===== src/rtl/memory_arbiter_pkg.sv =====
`default_nettype none
// ============================================================================
// Module      : memory_arbiter_pkg
// Description : Shared types and constants for the two-requester byte
//               memory arbiter (FSM encoding, requester identifiers).
// Revision    : 1.0 - initial release
// ============================================================================
package memory_arbiter_pkg;

    // Arbiter FSM: sample requests, drive the strobe for one cycle, then ack.
    typedef enum logic [1:0] {
        ST_IDLE   = 2'd0,
        ST_ACCESS = 2'd1,
        ST_DONE   = 2'd2
    } state_t;

    // Requester identifiers; also used as the value of owner/last registers.
    localparam logic c_req_a = 1'b0;
    localparam logic c_req_b = 1'b1;

endpackage : memory_arbiter_pkg
`default_nettype wire


===== src/rtl/memory_arbiter_rr_pick2.sv =====
`default_nettype none
// ============================================================================
// Module      : rr_pick2
// Description : Combinational two-way round-robin picker with owner lock.
//               A locked owner that is still requesting keeps the grant;
//               otherwise a tie goes to the requester that was not served
//               last, and a single request wins outright.
// Revision    : 1.0 - initial release
// ============================================================================
module rr_pick2
    import memory_arbiter_pkg::*;
(
    input  logic req_a,
    input  logic req_b,
    input  logic last,
    input  logic locked,
    input  logic owner,
    output logic valid,
    output logic winner
);

    logic w_owner_req;

    // Request line of whoever currently owns the memory.
    assign w_owner_req = (owner == c_req_a) ? req_a : req_b;

    // Priority: live lock, then strict alternation on a tie, then lone request.
    always_comb begin
        valid  = req_a | req_b;
        winner = c_req_a;
        if (locked && w_owner_req) begin
            winner = owner;
        end else if (req_a && req_b) begin
            winner = ~last;
        end else if (req_b) begin
            winner = c_req_b;
        end
    end

endmodule : rr_pick2
`default_nettype wire


===== src/rtl/memory_arbiter.sv =====
`default_nettype none
// ============================================================================
// Module      : memory_arbiter
// Description : Shares one single-port byte memory (registered 1-cycle read)
//               between requesters A and B. One byte per req/ack handshake,
//               round-robin arbitration with an optional per-requester lock.
//               All outputs are registered or decoded from state, except
//               rdata which is wired straight from the memory.
//               Note for integration: if both sides hold lock and req
//               continuously, the current owner keeps the grant and the
//               other side starves; preventing that is the callers' job.
// Revision    : 1.0 - initial release
// ============================================================================
module memory_arbiter
    import memory_arbiter_pkg::*;
#(
    parameter int ADDR_WIDTH = 16,
    parameter int DATA_WIDTH = 8
) (
    input  logic                  clk,
    input  logic                  reset,
    input  logic                  a_req,
    input  logic                  a_we,
    input  logic                  a_lock,
    input  logic [ADDR_WIDTH-1:0] a_addr,
    input  logic [DATA_WIDTH-1:0] a_wdata,
    output logic                  a_ack,
    input  logic                  b_req,
    input  logic                  b_we,
    input  logic                  b_lock,
    input  logic [ADDR_WIDTH-1:0] b_addr,
    input  logic [DATA_WIDTH-1:0] b_wdata,
    output logic                  b_ack,
    output logic [DATA_WIDTH-1:0] rdata,
    output logic                  busy,
    output logic                  mem_read,
    output logic                  mem_write,
    output logic [ADDR_WIDTH-1:0] mem_addr,
    output logic [DATA_WIDTH-1:0] mem_write_byte,
    input  logic [DATA_WIDTH-1:0] mem_read_byte
);

    state_t                r_state;
    state_t                w_state_next;
    logic                  r_owner;
    logic                  r_last;
    logic                  r_locked;
    logic                  r_mem_read;
    logic                  r_mem_write;
    logic [ADDR_WIDTH-1:0] r_mem_addr;
    logic [DATA_WIDTH-1:0] r_mem_write_byte;
    logic                  r_a_ack;
    logic                  r_b_ack;

    logic                  w_valid;
    logic                  w_winner;
    logic                  w_sel_we;
    logic [ADDR_WIDTH-1:0] w_sel_addr;
    logic [DATA_WIDTH-1:0] w_sel_wdata;
    logic                  w_owner_req;
    logic                  w_owner_lock;

    rr_pick2 u_pick (
        .req_a  (a_req),
        .req_b  (b_req),
        .last   (r_last),
        .locked (r_locked),
        .owner  (r_owner),
        .valid  (w_valid),
        .winner (w_winner)
    );

    // Request fields of the winner, captured only in IDLE.
    assign w_sel_we    = (w_winner == c_req_b) ? b_we    : a_we;
    assign w_sel_addr  = (w_winner == c_req_b) ? b_addr  : a_addr;
    assign w_sel_wdata = (w_winner == c_req_b) ? b_wdata : a_wdata;

    // Live req/lock of the registered owner.
    assign w_owner_req  = (r_owner == c_req_b) ? b_req  : a_req;
    assign w_owner_lock = (r_owner == c_req_b) ? b_lock : a_lock;

    assign a_ack          = r_a_ack;
    assign b_ack          = r_b_ack;
    assign mem_read       = r_mem_read;
    assign mem_write      = r_mem_write;
    assign mem_addr       = r_mem_addr;
    assign mem_write_byte = r_mem_write_byte;
    assign busy           = (r_state != ST_IDLE);
    assign rdata          = mem_read_byte;

    // State register.
    always_ff @(posedge clk) begin
        if (reset) begin
            r_state <= ST_IDLE;
        end else begin
            r_state <= w_state_next;
        end
    end

    // Next state: IDLE -> ACCESS on any request, then DONE, then back to IDLE.
    always_comb begin
        w_state_next = r_state;
        case (r_state)
            ST_IDLE:   if (w_valid) w_state_next = ST_ACCESS;
            ST_ACCESS: w_state_next = ST_DONE;
            ST_DONE:   w_state_next = ST_IDLE;
            default:   w_state_next = ST_IDLE;
        endcase
    end

    // Datapath, strobes, acks and arbitration history.
    always_ff @(posedge clk) begin
        if (reset) begin
            r_mem_read       <= 1'b0;
            r_mem_write      <= 1'b0;
            r_mem_addr       <= '0;
            r_mem_write_byte <= '0;
            r_a_ack          <= 1'b0;
            r_b_ack          <= 1'b0;
            r_last           <= c_req_b;
            r_locked         <= 1'b0;
            r_owner          <= c_req_a;
        end else begin
            r_a_ack <= 1'b0;
            r_b_ack <= 1'b0;
            case (r_state)
                ST_IDLE: begin
                    // A lock only survives while its owner keeps requesting.
                    if (r_locked && !w_owner_req) begin
                        r_locked <= 1'b0;
                    end
                    if (w_valid) begin
                        r_owner          <= w_winner;
                        r_mem_read       <= ~w_sel_we;
                        r_mem_write      <= w_sel_we;
                        r_mem_addr       <= w_sel_addr;
                        r_mem_write_byte <= w_sel_wdata;
                    end
                end
                ST_ACCESS: begin
                    // Memory acts on this edge; the ack lands with read data.
                    r_mem_read  <= 1'b0;
                    r_mem_write <= 1'b0;
                    r_a_ack     <= (r_owner == c_req_a);
                    r_b_ack     <= (r_owner == c_req_b);
                end
                ST_DONE: begin
                    r_last   <= r_owner;
                    r_locked <= w_owner_lock;
                end
                default: begin
                    r_mem_read  <= 1'b0;
                    r_mem_write <= 1'b0;
                end
            endcase
        end
    end

endmodule : memory_arbiter
`default_nettype wire

===== config.mk =====
export PLATFORM = sky130hd
export DESIGN_NAME = memory_arbiter
export DESIGN_NICKNAME = d
export VERILOG_FILES = /design/src/rtl/memory_arbiter_pkg.sv /design/src/rtl/memory_arbiter_rr_pick2.sv /design/src/rtl/memory_arbiter.sv
export SDC_FILE = /design/constraint.sdc
export NUM_CORES = 1
export LEC_CHECK = 0
export ABC_AREA = 0
export CORE_ASPECT_RATIO = 1.75
export CORE_MARGIN = 2
export CORE_UTILIZATION = 37
export CTS_BUF_LIST = sky130_fd_sc_hd__clkbuf_2 sky130_fd_sc_hd__clkbuf_4 sky130_fd_sc_hd__clkbuf_8
export CTS_CLUSTER_DIAMETER = 150
export DETAILED_ROUTE_END_ITERATION = 10
export PLACE_DENSITY = 0.83
export SLEW_MARGIN = 40
export SYNTH_ARGS = -nofsm -noshare
export SYNTH_HDL_FRONTEND = slang
export SYNTH_SLANG_ARGS = --single-unit

===== constraint.sdc =====
create_clock -name clk -period 1.9 [get_ports clk]
set_clock_uncertainty 0.2 [all_clocks]
set_input_delay 0.285 -clock clk [delete_from_list [all_inputs] [get_ports clk]]
set_output_delay 0.285 -clock clk [all_outputs]
set_load 0.02 [all_outputs]

## After elaboration in Yosys (flattened, before gate mapping)

Cells that the tools add are included.
W data, S select, Z words.

| operators by class | value |
|---|---|
| muxes and demuxes | 16 |
| reductions and logical operators | 11 |
| bitwise operators | 6 |
| equal/unequal tests | 4 |

Operator list:

| kind | count |
|---|---|
| $mux W16 | 1 |
| $mux W1 | 9 |
| $mux W8 | 1 |
| $pmux W1 S2 | 3 |
| $reduce_and A2 Y1 | 3 |
| $not A1 Y1 | 5 |
| $pmux W2 S2 | 1 |
| $reduce_bool A2 Y1 | 2 |
| $logic_and A1 B1 Y1 | 3 |
| $eq A2 B1 Y1 const B | 1 |
| $eq A2 B2 Y1 const B | 1 |
| $logic_not A2 Y1 | 1 |
| $mux W2 | 1 |
| $ne A2 B1 Y1 const B | 1 |
| $ne A2 B2 Y1 const B | 1 |
| $reduce_or A2 Y1 | 1 |
| $logic_not A1 Y1 | 1 |
| $or A1 B1 Y1 | 1 |

| word-level totals | value |
|---|---|
| flip-flop bits (word level) | 33 |
| output and inout port bits | 37 |
| logic and storage cells | 47 |
| input port bits | 64 |

## Longest topological paths before layout

| logic depth | value |
|---|---|
| depth in word-level cells | 7 |
| gate-level depth with buffers | 5 |
| depth with buffers taken out | 4 |

## Modules after synthesis

Synthesis repeated with hierarchy kept, for this count alone.

| second synthesis, totals | value |
|---|---|
| cell total of the unflattened synthesis | 151 |
| area, all modules | 1637.8 um2 |

Modules (own cells, without submodules):

| module | cells each | area an instance (um2) | seq. area each (um2) | instances |
|---|---|---|---|---|
| memory_arbiter | 147 | 1610.3 | 660.6 | 1 |
| rr_pick2 | 4 | 27.5 | 0.0 | 1 |

## Worst setup path before layout

No wires, ideal clock.

| timing path | value |
|---|---|
| kind | flip-flop to flip-flop |
| start point | register r_state[1] |
| end point | register r_mem_addr[15] (netlist: mem_addr[15]) |
| arrival time | 1.307 ns |
| library setup time | 0.135 ns |
| buffers on the path | 2 |
| cell stages (with the launch flop) | 6 |
| data required time | 1.565 ns |
| path slack | 0.258 ns |
| period minus slack after synthesis | 1.642 ns |
| path through | dfxtp_1 -> or2_2 -> nor2_2 -> buf_4 -> buf_2 -> a311oi_2 |

| on the way | value |
|---|---|
| longest elaborated chain between the ends | 2 |

RTL lines:

| what | RTL line | source |
|---|---|---|
| from (decl) | memory_arbiter.sv:43 | `state_t r_state;` |
| from (signal assigned) | memory_arbiter.sv:96 | `r_state <= w_state_next;` |
| $logic_not A2 Y1 | memory_arbiter.sv:126 | `case (r_state)` |
| $reduce_and A2 Y1 (no line) | n/a |  |
| to (signal assigned) | memory_arbiter.sv:136 | `r_mem_addr <= w_sel_addr;` |
| to (decl) | memory_arbiter.sv:50 | `logic [ADDR_WIDTH-1:0] r_mem_addr;` |

No other way between the ends.
A chain may end at the register's enable or synchronous reset.

## Final worst setup path

| timing path | value |
|---|---|
| start point | register r_state[1] |
| end point | output busy |

| on the way | value |
|---|---|
| longest elaborated chain between the ends | 1 |

RTL lines:

| what | RTL line | source |
|---|---|---|
| $reduce_bool A2 Y1 | memory_arbiter.sv:88 | `assign busy = (r_state != ST_IDLE);` |
| to (decl) | memory_arbiter.sv:35 | `output logic busy,` |

No other way between the ends.

==> impl_metrics.csv <==
group,metric,value,unit
setup_path,critical-path-max-stage-delay,0.35,ns
grt,grt_pass1_vias,1526,
clock_network,clk_latency,0.28,ns
grt,grt_max_degree,29,
detailed_routing,viasPerCell,4.93,
detailed_routing,wl_per_cell,13.4,microns
run_status,status,"finished, final reports clean",
power,power,0.00208,W
detailed_routing,drc_errors,0,
setup_path,crit_slowest_cell,"or2_2",
die,dieArea,4640,sq um
clock_network,cts_tree,"yes",
synth,syn_area_per_cell,8.50,sq um
finish,final_common_cell,"clkdlybuf4s50_1",
detailed_routing,vias,1512,
timing,relSlewSlack,75.2,%
finish,layout-drive-gt1-share,12.4,%
finish,design_area,2510,sq um
synth,seq_area_frac_synth,43.7,%
place,port_buffers,84,
clock_network,h-tree-depth,2,
finish,area_growth,66.2,%
clock_network,cts-root-buf,"clkbuf_8",
die,row_count,30,
power,intPower,0.00153,W
grt,track_usage,19.1,%
power,pwr-share-clk,32.9,%
die,die-width,52.3,microns
timing,clock.fmax,558,MHz
setup_path,critPathRequiredTime,1.41,ns
clock_network,clock-sinks,33,
synth,netlist-cell-type-count,29,
setup_path,path_class,"flip-flop to output port",
timing,min_period_over_period,94.4,%
synth,ys_ff_latch,33,
die,start_util,38.8,%
timing,hold_violations,0,
setup_path,cp.arrival,1.31,ns
place,hpwl,3.00,mm
job,drv_cap,0,
setup_path,critPathCaptureType,"output port",
timing,slew_violations,0,
synth,syn_inst,178,
detailed_routing,postRouteWirelength,4.13,mm
clock_network,cts_buffers,5,
die,ioPinCount,101,
synth,ys_warn_count,0,
power,leakage,0.987,nW
synth,synthTopCellsByArea,"dfxtp_1 (44%), nand2_1 (12%), a311oi_1 (11%)",
detailed_routing,first_pass_iters,4,
place,postPlaceCellArea,2380,sq um
synth,syn_area,1510,sq um
place,gp_congestion,0.791,
grt,antenna_found_initial,0,
finish,final_nets,322,
power,p_seq_share,38.5,%
synth,yosys.area.top_type,"dfxtp_1",
timing,period_minus_slack,1.79,ns
synth,yosys.area.top_type_share,43.7,%
die,die_h,88.6,microns
power,p_comb_share,28.6,%
die,coreArea,3900,sq um
synth,syn_nets,242,
timing,tightest_slew,0.372,ns
clock_network,path_clk_slew,0.06,ns
finish,post-route-util,64.4,%
clock_network,hold_buffers,0,
clock_network,clock_path_buffers,2,
timing,final-setup-viol-count,0,
setup_path,crit_path_max_fanout,5,
power,ir_worst_vdd,0.519,mV
setup_path,path_cells,"or2_2 > dlygate4sd2_1",
timing,rsz0062_at_grt,"no",
power,power.switching,0.000554,W
detailed_routing,drt_iter0_drc,30,
min_path,hold_class,"flip-flop to flip-flop",
finish,mostFrequentLayoutCells,"clkdlybuf4s50_1 (83), nand2_1 (49), dfxtp_1 (33)",
clock_network,postCtsSetupBuffers,0,
setup_path,start_kind,"flip-flop",
power,p_per_area,827,nW/um^2
finish,antenna_cells,0,
power,switching_share,26.7,%
detailed_routing,drtAntennaViolNets,0,
grt,grt_pass1_wl,6.62,mm
grt,grt.overflow.total,0,
[through the flow]
stage	std cells	worst slack [ns]	hold slack [ns]	setup TNS [ns]
finish	307	0.106	0.276	0
global route	307	0.00531	0.299	0
CTS	307	0.0997	0.277	0
detailed placement	299	-0.145	0.255	-3.36
global placement	299	-0.0839	0.258	-1.88
floorplan	178	0.258	0.176	0
[registers in the layout, indices dropped and copies added (netlist names)]
signal	count
a_ack	1
b_ack	1
mem_addr	16
mem_read	1
mem_write	1
mem_write_byte	8
r_last	1
r_locked	1
r_owner	1
r_state	2
[Yosys cell counts]
library cell and n:
nand2_1 49, dfxtp_1 33, nor2_1 29, a311oi_1 19
buf_4 9, buf_2 6, a311oi_2 5, mux2i_1 3
buf_6 2, clkbuf_1 2, inv_1 2, nor2b_1 2
a211o_2 1, a21oi_1 1, a22o_1 1, and2_2 1
and2_4 1, and2b_2 1, buf_1 1, mux2_2 1
nor2_2 1, nor3_1 1, nor3b_1 1, o21ai_0 1
o2bb2ai_1 1, o31a_2 1, o31ai_4 1, or2_2 1
or3_1 1
[kinds of logic after synthesis]
group	after synthesis	share of synthesized area [%]
buf+inv	22	9.18
mux	4	2.73
flops	33	43.7
simple gates	88	23.9
compound gates	31	20.5
[power groups by stage]
stage               Sequential (W)  Clock [W]  Combinational [W]
global route              0.000808   0.000726           0.000643
CTS                       0.000800   0.000702           0.000595
floorplan                 0.000894          0           0.000232
global placement          0.000814          0           0.000584
detailed placement        0.000815          0           0.000594
finish                    0.000800   0.000685           0.000595
[routing by layer]
layer / global-route usage (%) / wire length (microns)
met4: 11.2 / 116
met5: 0 / 0
met3: 3.72 / 243
met1: 20.1 / 1530
met2: 34.0 / 2240
[cell type report]
cell class / instances / area, sq um
fillers: 332 / 1390
clock inverters: 1 / 30.0
inverters: 2 / 7.51
flip-flops and latches: 33 / 661
repair buffers: 93 / 936
well taps: 48 / 60.1
clock buffers: 7 / 90.1
multi-input cells: 123 / 729
[path summary, 6_finish.rpt]
kind	slack, ns	cells past startpoint	endpoint	startpoint
setup / recovery	0.11	2	busy	r_state[1]
hold / removal	0.28	1	mem_write	mem_write
setup reg to reg	0.24	5	mem_write_byte[0]	r_state[1]
hold reg to reg	0.28	1	mem_write	mem_write
[timing repair]
item                                    4_1_cts  5_1_grt
endpoints found under the setup margin        1        4
gates resized for setup                       1        3
pin swaps                                     0        0
[critical path: cells and delay by family (launching register included)]
family | cells | cell delay, ns
flip-flops | 1 | 0.34
AND/OR/NAND/NOR | 1 | 0.35
buffers and inverters | 1 | 0.34
Note: power is estimated with default switching activity, not from simulation.
